### config.mk
export PLATFORM = sky130hd
export DESIGN_NAME = button_debounce
export DESIGN_NICKNAME = d
export VERILOG_FILES = /design/src/rtl/button_pkg.sv /design/src/rtl/button_channel.sv /design/src/rtl/button_debounce.sv
export SDC_FILE = /design/constraint.sdc
export NUM_CORES = 1
export LEC_CHECK = 0
export BUFFER_PORTS_ARGS = -buffer_cell sky130_fd_sc_hd__clkbuf_2
export CORE_MARGIN = 1
export CORE_UTILIZATION = 55
export CTS_CLUSTER_SIZE = 14
export DETAILED_ROUTE_END_ITERATION = 8
export MAX_ROUTING_LAYER = met4
export PLACE_DENSITY_LB_ADDON = 0.25
export REMOVE_ABC_BUFFERS = 1
export SLEW_MARGIN = 20
export SYNTH_ARGS = -nofsm -noshare
export SYNTH_HDL_FRONTEND = slang
export SYNTH_SLANG_ARGS = --single-unit
export TNS_END_PERCENT = 1
### constraint.sdc
create_clock -name i_clock -period 2.8 [get_ports i_clock]
set_input_delay 0 -clock i_clock [delete_from_list [all_inputs] [get_ports i_clock]]
set_output_delay 0 -clock i_clock [all_outputs]
set_load 0.01 [all_outputs]
### src/rtl/button_pkg.sv
// Shared definitions for the push-button debouncer.
//   btn_state_e          : per-channel FSM state encoding
//   DEF_N_BUTTONS        : default channel count
//   DEF_DEBOUNCE_CYCLES  : default stability window (10 ms at 50 MHz)
//   DEF_HOLD_CYCLES      : default long-press window (1 s at 50 MHz)
package button_pkg;

    typedef enum logic [1:0] {
        IDLE,
        DB_PRESS,
        PRESSED,
        DB_RELEASE
    } btn_state_e;

    localparam int DEF_N_BUTTONS       = 3;
    localparam int DEF_DEBOUNCE_CYCLES = 500000;
    localparam int DEF_HOLD_CYCLES     = 50000000;

endpackage

### src/rtl/button_channel.sv
// One push-button channel: 2-flop synchronizer, debounce FSM, hold counter.
//   i_clock         : system clock, rising edge
//   i_nreset        : asynchronous active-low reset
//   i_button_n      : raw active-low button, asynchronous to i_clock
//   o_pressed       : debounced level, 1 = held down
//   o_press_pulse   : one-cycle strobe on accepted press
//   o_release_pulse : one-cycle strobe on accepted release
//   o_hold_pulse    : one-cycle strobe once a press has lasted HOLD_CYCLES
module button_channel
    import button_pkg::*;
#(
    parameter int DEBOUNCE_CYCLES = DEF_DEBOUNCE_CYCLES,
    parameter int HOLD_CYCLES     = DEF_HOLD_CYCLES
) (
    input  logic i_clock,
    input  logic i_nreset,
    input  logic i_button_n,
    output logic o_pressed,
    output logic o_press_pulse,
    output logic o_release_pulse,
    output logic o_hold_pulse
);

    localparam int DB_W   = $clog2(DEBOUNCE_CYCLES + 1);
    localparam int HOLD_W = $clog2(HOLD_CYCLES + 1);

    localparam logic [DB_W-1:0]   DB_MAX    = DB_W'(DEBOUNCE_CYCLES);
    localparam logic [HOLD_W-1:0] HOLD_MAX  = HOLD_W'(HOLD_CYCLES);
    localparam logic [HOLD_W-1:0] HOLD_LAST = HOLD_W'(HOLD_CYCLES - 1);

    logic             r_sync1;
    logic             r_sync2;
    btn_state_e       r_state;
    logic [DB_W-1:0]  r_db_cnt;
    logic [HOLD_W-1:0] r_hold_cnt;
    logic             r_pressed;
    logic             r_press_pulse;
    logic             r_release_pulse;
    logic             r_hold_pulse;

    // Synchronizer idles at 1 (released) so reset never looks like a press.
    always_ff @(posedge i_clock or negedge i_nreset) begin
        if (!i_nreset) begin
            r_sync1 <= 1'b1;
            r_sync2 <= 1'b1;
        end else begin
            r_sync1 <= i_button_n;
            r_sync2 <= r_sync1;
        end
    end

    always_ff @(posedge i_clock or negedge i_nreset) begin
        if (!i_nreset) begin
            r_state         <= IDLE;
            r_db_cnt        <= '0;
            r_hold_cnt      <= '0;
            r_pressed       <= 1'b0;
            r_press_pulse   <= 1'b0;
            r_release_pulse <= 1'b0;
            r_hold_pulse    <= 1'b0;
        end else begin
            r_press_pulse   <= 1'b0;
            r_release_pulse <= 1'b0;
            r_hold_pulse    <= 1'b0;

            // Hold timer runs while the button is logically down, including
            // the release-debounce window; it saturates so only one hold
            // strobe is produced per press.
            if ((r_state == PRESSED || r_state == DB_RELEASE) &&
                r_hold_cnt != HOLD_MAX) begin
                r_hold_cnt <= r_hold_cnt + 1'b1;
                if (r_hold_cnt == HOLD_LAST)
                    r_hold_pulse <= 1'b1;
            end

            case (r_state)
                IDLE: begin
                    r_hold_cnt <= '0;
                    if (!r_sync2) begin
                        r_state  <= DB_PRESS;
                        r_db_cnt <= '0;
                    end
                end
                DB_PRESS: begin
                    if (r_sync2) begin
                        r_state <= IDLE;
                    end else if (r_db_cnt == DB_MAX) begin
                        r_state       <= PRESSED;
                        r_pressed     <= 1'b1;
                        r_press_pulse <= 1'b1;
                    end else begin
                        r_db_cnt <= r_db_cnt + 1'b1;
                    end
                end
                PRESSED: begin
                    if (r_sync2) begin
                        r_state  <= DB_RELEASE;
                        r_db_cnt <= '0;
                    end
                end
                DB_RELEASE: begin
                    if (!r_sync2) begin
                        r_state <= PRESSED;
                    end else if (r_db_cnt == DB_MAX) begin
                        r_state         <= IDLE;
                        r_pressed       <= 1'b0;
                        r_release_pulse <= 1'b1;
                    end else begin
                        r_db_cnt <= r_db_cnt + 1'b1;
                    end
                end
                default: r_state <= IDLE;
            endcase
        end
    end

    assign o_pressed       = r_pressed;
    assign o_press_pulse   = r_press_pulse;
    assign o_release_pulse = r_release_pulse;
    assign o_hold_pulse    = r_hold_pulse;

endmodule

### src/rtl/button_debounce.sv
// Multi-channel push-button debouncer; one independent button_channel per bit.
//   i_clock         : system clock, rising edge
//   i_nreset        : asynchronous active-low reset
//   i_button_n      : raw active-low buttons [N_BUTTONS]
//   o_pressed       : debounced levels [N_BUTTONS]
//   o_press_pulse   : press strobes [N_BUTTONS]
//   o_release_pulse : release strobes [N_BUTTONS]
//   o_hold_pulse    : long-press strobes [N_BUTTONS]
module button_debounce
    import button_pkg::*;
#(
    parameter int N_BUTTONS       = DEF_N_BUTTONS,
    parameter int DEBOUNCE_CYCLES = DEF_DEBOUNCE_CYCLES,
    parameter int HOLD_CYCLES     = DEF_HOLD_CYCLES
) (
    input  logic                 i_clock,
    input  logic                 i_nreset,
    input  logic [N_BUTTONS-1:0] i_button_n,
    output logic [N_BUTTONS-1:0] o_pressed,
    output logic [N_BUTTONS-1:0] o_press_pulse,
    output logic [N_BUTTONS-1:0] o_release_pulse,
    output logic [N_BUTTONS-1:0] o_hold_pulse
);

    for (genvar g = 0; g < N_BUTTONS; g++) begin : g_chan
        button_channel #(
            .DEBOUNCE_CYCLES (DEBOUNCE_CYCLES),
            .HOLD_CYCLES     (HOLD_CYCLES)
        ) u_chan (
            .i_clock         (i_clock),
            .i_nreset        (i_nreset),
            .i_button_n      (i_button_n[g]),
            .o_pressed       (o_pressed[g]),
            .o_press_pulse   (o_press_pulse[g]),
            .o_release_pulse (o_release_pulse[g]),
            .o_hold_pulse    (o_hold_pulse[g])
        );
    end

endmodule

======== Word level (Yosys, flattened, before mapping) ========
Cells that the tools add are included.
Widths: inputs -> output; s select.
storage, ports and cells
  bits in latches ......................... 0
  memory bits (writable) .................. 0
  input port bits ......................... 5
  register bits after elaboration ......... 159
  memory bits (read-only) ................. 0
  output and inout bits ................... 12
  memories ................................ 0
  logic and storage cells ................. 180
operators by class
  divide/modulo/power cells ............... 0
  $mul .................................... 0
  equality and inequality tests ........... 42
  shifts and indexed selects .............. 0
  multiplexer cells ....................... 81
  $lt $le $gt $ge ......................... 0
  bitwise gates (word level) .............. 0
  reductions and logical operators ........ 24
  $add $sub $neg .......................... 6
operators with widths
  operator               number
  $mux 19                15
  $pmux 19 s4            3
  $mux 26                6
  $add 26x1->26 const B  3
  $eq 26x26->1 const B   3
  $ne 26x26->1 const B   3
  $add 19x1->19 const B  3
  $eq 19x19->1 const B   3
  $mux 2                 18
  $mux 1                 33
  $pmux 2 s4             3
  $reduce_and 4->1       6
  $ne 2x1->1 const B     9
  $ne 2x2->1 const B     9
  $reduce_and 5->1       3
  $eq 2x2->1 const B     6
  $reduce_bool 2->1      6
  $ne 3x1->1 const B     3
  $ne 3x3->1 const B     3
  $eq 2x1->1 const B     3
  $logic_not 2->1        3
  $pmux 1 s2             3
  $logic_and 1x1->1      3
  $logic_or 1x1->1       3

======== Logic depth before layout (Yosys ltp) ========
  depth after elaboration ................. 5
  depth in mapped cells ................... 7

======== Hierarchy ========
From an unflattened synthesis, not the netlist that was laid out.
second synthesis, totals
  cells, all modules ...................... 980
  area, all modules ....................... 9147.5 µm²
by module, submodules not included
  module                             area each (µm²)  cells an instance  instances
  button_channel (g_chan[1].u_chan)  3128.0           337                1
  button_channel (g_chan[2].u_chan)  3098.0           330                1
  button_channel (g_chan[0].u_chan)  2921.6           313                1

======== Least setup slack after synthesis ========
No wires, ideal clock.
  kind .................................... register to register
  from .................................... register g_chan[1].u_chan.r_hold_cnt[0]
  to ...................................... register g_chan[1].u_chan.r_hold_cnt[18]
  slack ................................... 0.842 ns
  stages on the path, launching flop included .. 6
  data arrival time ....................... 1.880 ns
  required time ........................... 2.722 ns
  setup time .............................. 0.078 ns
  period minus slack after synthesis ...... 1.958 ns
  buffers on the path ..................... 0
  path through ............................ dfrtp_1 -> ha_1 -> nand4_1 -> or4_1 -> or4_1 -> a21oi_1
between the ends
  word-level cells in the longest chain between the ends .. 3
  elaborated cells between the ends (all ways) .. 6
  those cells by class .................... 1 x add/sub; 1 x eq/ne; 2 x mux; 2 x reduce/logical
ends and longest elaborated chain
  what                                           RTL line                                    text
  start, declared                                button_channel.sv:35                        logic [HOLD_W-1:0] r_hold_cnt;
  start signal, assigned                         button_channel.sv:71                        r_hold_cnt <= r_hold_cnt + 1'b1;
  $add 26x1->26 or $ne 26x26->1 (tied branches)  button_channel.sv:71, button_channel.sv:70
  $mux 26 or $logic_and 1x1->1 (tied branches)   button_channel.sv:69                        if ((r_state == PRESSED || r_state == DB_RELEASE) &&
  $mux 26 or $reduce_bool 2->1 (tied branches)   n/a
Parallel ways exist; a longest one is shown, timed or not. The select of a mux whose other input is x is not followed.
A chain may end at the register's enable or synchronous reset.

======== Worst setup path after layout ========
  from .................................... register g_chan[1].u_chan.r_hold_cnt[0]
  to ...................................... register g_chan[1].u_chan.r_hold_cnt[24]
Same word-level chain as after synthesis.

==> impl_summary.log <==
[metrics] status: completed
[metrics] slowest stage cell on the critical path: or4_1
[metrics] cells along the critical path: ha_1 -> nand4_1 -> or4_1 -> or4_1 -> a21oi_1
[metrics] post-synthesis cell type count: 66
[metrics] overall track demand over capacity in global routing: 25.4%
[metrics] minimum setup slack in the final design: 440 ps
[metrics] area taken by flip-flops and latches: 0.00399 mm²
[metrics] Final Core Density: 61.6%
[metrics] maximum resistive drop on vdd: 0.000445 V
[metrics] mapped cell area: 0.00904 mm²
[metrics] number of iterations in the first detailed-routing pass: 5
[metrics] overall via count from detail_route: 7481
[metrics] buffer cell driving the clock tree root: clkbuf_16
[metrics] Min Clock Period, post-route: 2360 ps
[metrics] initial drt markers: 609
[metrics] relative slew slack: 49.4%
[metrics] crit path capture type: flip-flop
[metrics] antenna violations before repair: 0
[metrics] global placer's final weighted congestion: 0.854
[metrics] Syn-to-layout area delta: 8.74%
[metrics] final slew viol count: 0
[metrics] count of port buffers added during placement: 16
[metrics] max incr delay on CP: 730 ps
[metrics] critical path data required time: 3160 ps
[metrics] cell type with the highest aggregate area in the netlist: dfrtp_1
[metrics] average cell area after synthesis: 9.12 µm²
[metrics] FF-to-FF Start: g_chan[1].u_chan.r_hold_cnt[0]
[metrics] Yosys top cell area share: 42.4%
[metrics] remaining global-route overflow: 0
[metrics] classification of the worst-slack hold path: in2async
[metrics] number of synthesized flops with an enable pin: 0
[metrics] highest-count cells in the layout ignoring fill and taps: 153 x dfrtp_1, 138 x nand2_1, 56 x o21ai_0
[metrics] setup clock skew after layout: 13.3 ps
[metrics] synthesized flop and latch total: 159
[metrics] setup violators final: 0
[metrics] dominant delay contributor by cell family on the critical path: simple AND/OR/NAND/NOR gates
[metrics] die width: 130 µm
[metrics] final cell count without fillers: 1213
[metrics] Post-DP Area: 0.00921 mm²
[metrics] Main synth FF type: dfrtp_1
[metrics] number of core rows: 46
[metrics] first-pass GRT wire length: 33.4 mm
[metrics] diode count: 0
[metrics] post-CTS clock slew at the launch and capture registers of the worst setup and hold paths: 60 ps
[metrics] share of post-route cells with drive strength above 1: 8.63%
[metrics] max-cap violations: 0
[metrics] leakage power: 4.13 nW
[metrics] cell types occupying the most area after synthesis: dfrtp_1 42%, nand2_1 5.7%, mux2i_1 3.5%
[metrics] io pins: 17
[metrics] ANT nets after route: 0
[metrics] Crit Path Max Fanout: 13
[metrics] yosys synthesis warning count: 0
[metrics] number of buffer and inverter stages on the critical path: 0
[metrics] Total Routed Length: 19.1 mm
[metrics] most prevalent standard cell on the critical path: or4_1
[metrics] number of clock sinks: 159
[metrics] post_cts resized: 0
[metrics] sequential cell area fraction in the yosys report: 44.1%
[metrics] final hold violations: 0
[metrics] achievable frequency: 0.424 GHz
[metrics] TritonCTS clock tree: yes
[metrics] source-to-sink clock delay at the later pin of the worst-skew pair: 430 ps
[metrics] pin count of the biggest net entering global routing: 76
[metrics] post-CTS setup-driven buffer insertion count: 0
[metrics] die span in y: 130 µm
[metrics] Worst Setup Start Kind: flip-flop
[metrics] worst setup path category: reg2reg
[metrics] Placed Cells incl. Taps: 1177
[metrics] standard cell core area: 0.0159 mm²
[metrics] die area: 0.0169 mm²
[metrics] number of fillers in the final layout: 1379
[metrics] final total negative setup slack: 0 ps
[metrics] HPWL Detailed: 12.7 mm
[metrics] Layout Nets: 1001
[metrics] Routed WL per cell: 15.8 µm
[metrics] final clock period utilization by the worst path: 84.3%
[metrics] number of clock buffers inserted by TritonCTS: 17
[metrics] WP data arrival: 2720 ps
[metrics] remaining routing DRC violations: 0
[metrics] unrepaired setup endpoints after global routing: no
[metrics] initial cell density of the core: 56.7%
[metrics] areal power density over the cells: 498 mW/mm²
[metrics] maximum buffer depth of the clock tree: 2
[metrics] overall power of the completed layout: 4.90 mW
[metrics] share of async-settable or async-resettable flops after synthesis: 100%
[metrics] total number of H-tree levels: 4
[metrics] most common cell after layout, fill and taps aside: dfrtp_1
[metrics] detail-routed via count per cell: 6.17
[metrics] cell count after synthesis: 991
[metrics] worst-margin pin slew: 749 ps
[metrics] footprint of the multi-input gates: 0.00462 mm²
[metrics] vias in the first global route: 7025
[metrics] worst hold slack: 121 ps
[metrics] critical path startpoint: g_chan[1].u_chan.r_hold_cnt[0]
[metrics] final instance area: 0.00983 mm²
[metrics] worst setup timing slack at the placement stage: 493 ps
## repair_timing
item                       in CTS  in global routing
hold buffers                    4                  0
setup endpoints to repair       0                  0
hold endpoints to repair       62                  0
## final timing paths
kind / to / slack [ps] / cells after the start
min reg2reg: g_chan[2].u_chan.r_sync2 / 360 / 0
min: g_chan[0].u_chan.r_hold_cnt[0] / 120 / 2
max: g_chan[1].u_chan.r_hold_cnt[24] / 440 / 5
max in group asynchronous: g_chan[0].u_chan.r_sync1 / 1870 / 3
max reg2reg: g_chan[1].u_chan.r_hold_cnt[24] / 440 / 5
min in group i_clock: g_chan[1].u_chan.r_sync1 / 210 / 2
## registers in the layout (all words and copies together), names as in the netlist, named ones only
signal,cells
g_chan.u_chan.o_hold_pulse,3
g_chan.u_chan.o_press_pulse,3
g_chan.u_chan.o_pressed,3
g_chan.u_chan.o_release_pulse,3
g_chan.u_chan.r_db_cnt,57
g_chan.u_chan.r_hold_cnt,78
g_chan.u_chan.r_state,3
g_chan.u_chan.r_sync1,3
g_chan.u_chan.r_sync2,3
## metal layers
| metal | part of all wire (%) | GRT usage, % |
|---|---|---|
| met1 | 49 | 34.4 |
| met2 | 46 | 38.8 |
| met3 | 3.0 | 4.18 |
| met4 | 1.6 | 8.14 |
| met5 | 0 | - |
## worst reg2reg max path, cell delays in order, from the launching register on
cell and delay [ps]:
dfrtp_1 430, ha_1 260, nand4_1 160, or4_1 730
or4_1 540, a21oi_1 160
## cell usage after synthesis, types with 3 or more instances
cell type and number:
a211o_1 7, a21o_1 4, a21oi_1 33, a2bb2oi_1 3
a31oi_1 9, a41o_1 5, and2_1 6, and3_1 21
and4_1 14, and4b_1 6, buf_2 7, buf_4 14
clkbuf_1 35, dfrtp_1 153, dfstp_2 6, ha_1 12
inv_1 31, mux2i_1 32, nand2_1 138, nand2b_1 7
nand3_1 48, nand3b_1 5, nand4_1 43, nand4b_1 3
nor2_1 45, nor2b_1 3, nor3_1 36, nor4_1 19
nor4b_1 14, nor4bb_1 4, o211ai_1 8, o21ai_0 56
o311ai_0 11, o31ai_1 20, o41ai_1 7, or2_2 8
or3_1 15, or4_1 23, xnor2_1 22, xor2_1 20
## cell families (layout without fill, tap and decap cells)
family,count (synthesis),in the layout,synth area share [%]
buf+inv,93,99,4.74
compound gates,183,183,13.3
mux,32,32,3.54
xor+xnor,43,43,4.25
flops,159,159,44.1
fa+ha+maj,12,12,1.66
simple gates,469,469,28.4
## where the power goes
group / internal, mW / switching [mW]
logic: 0.0706 / 0.148
registers: 2.33 / 0.0570
clock network: 1.31 / 0.972
## cell type report
cell class              count  area share, %
multi-input cells         739           47.0
flip-flops and latches    159           40.6
clock buffers              19           4.41
well taps                 216           2.75
repair buffers             36           2.64
clock inverters            13           1.41
inverters                  31           1.18
Note: power is estimated with default switching activity, not from simulation.
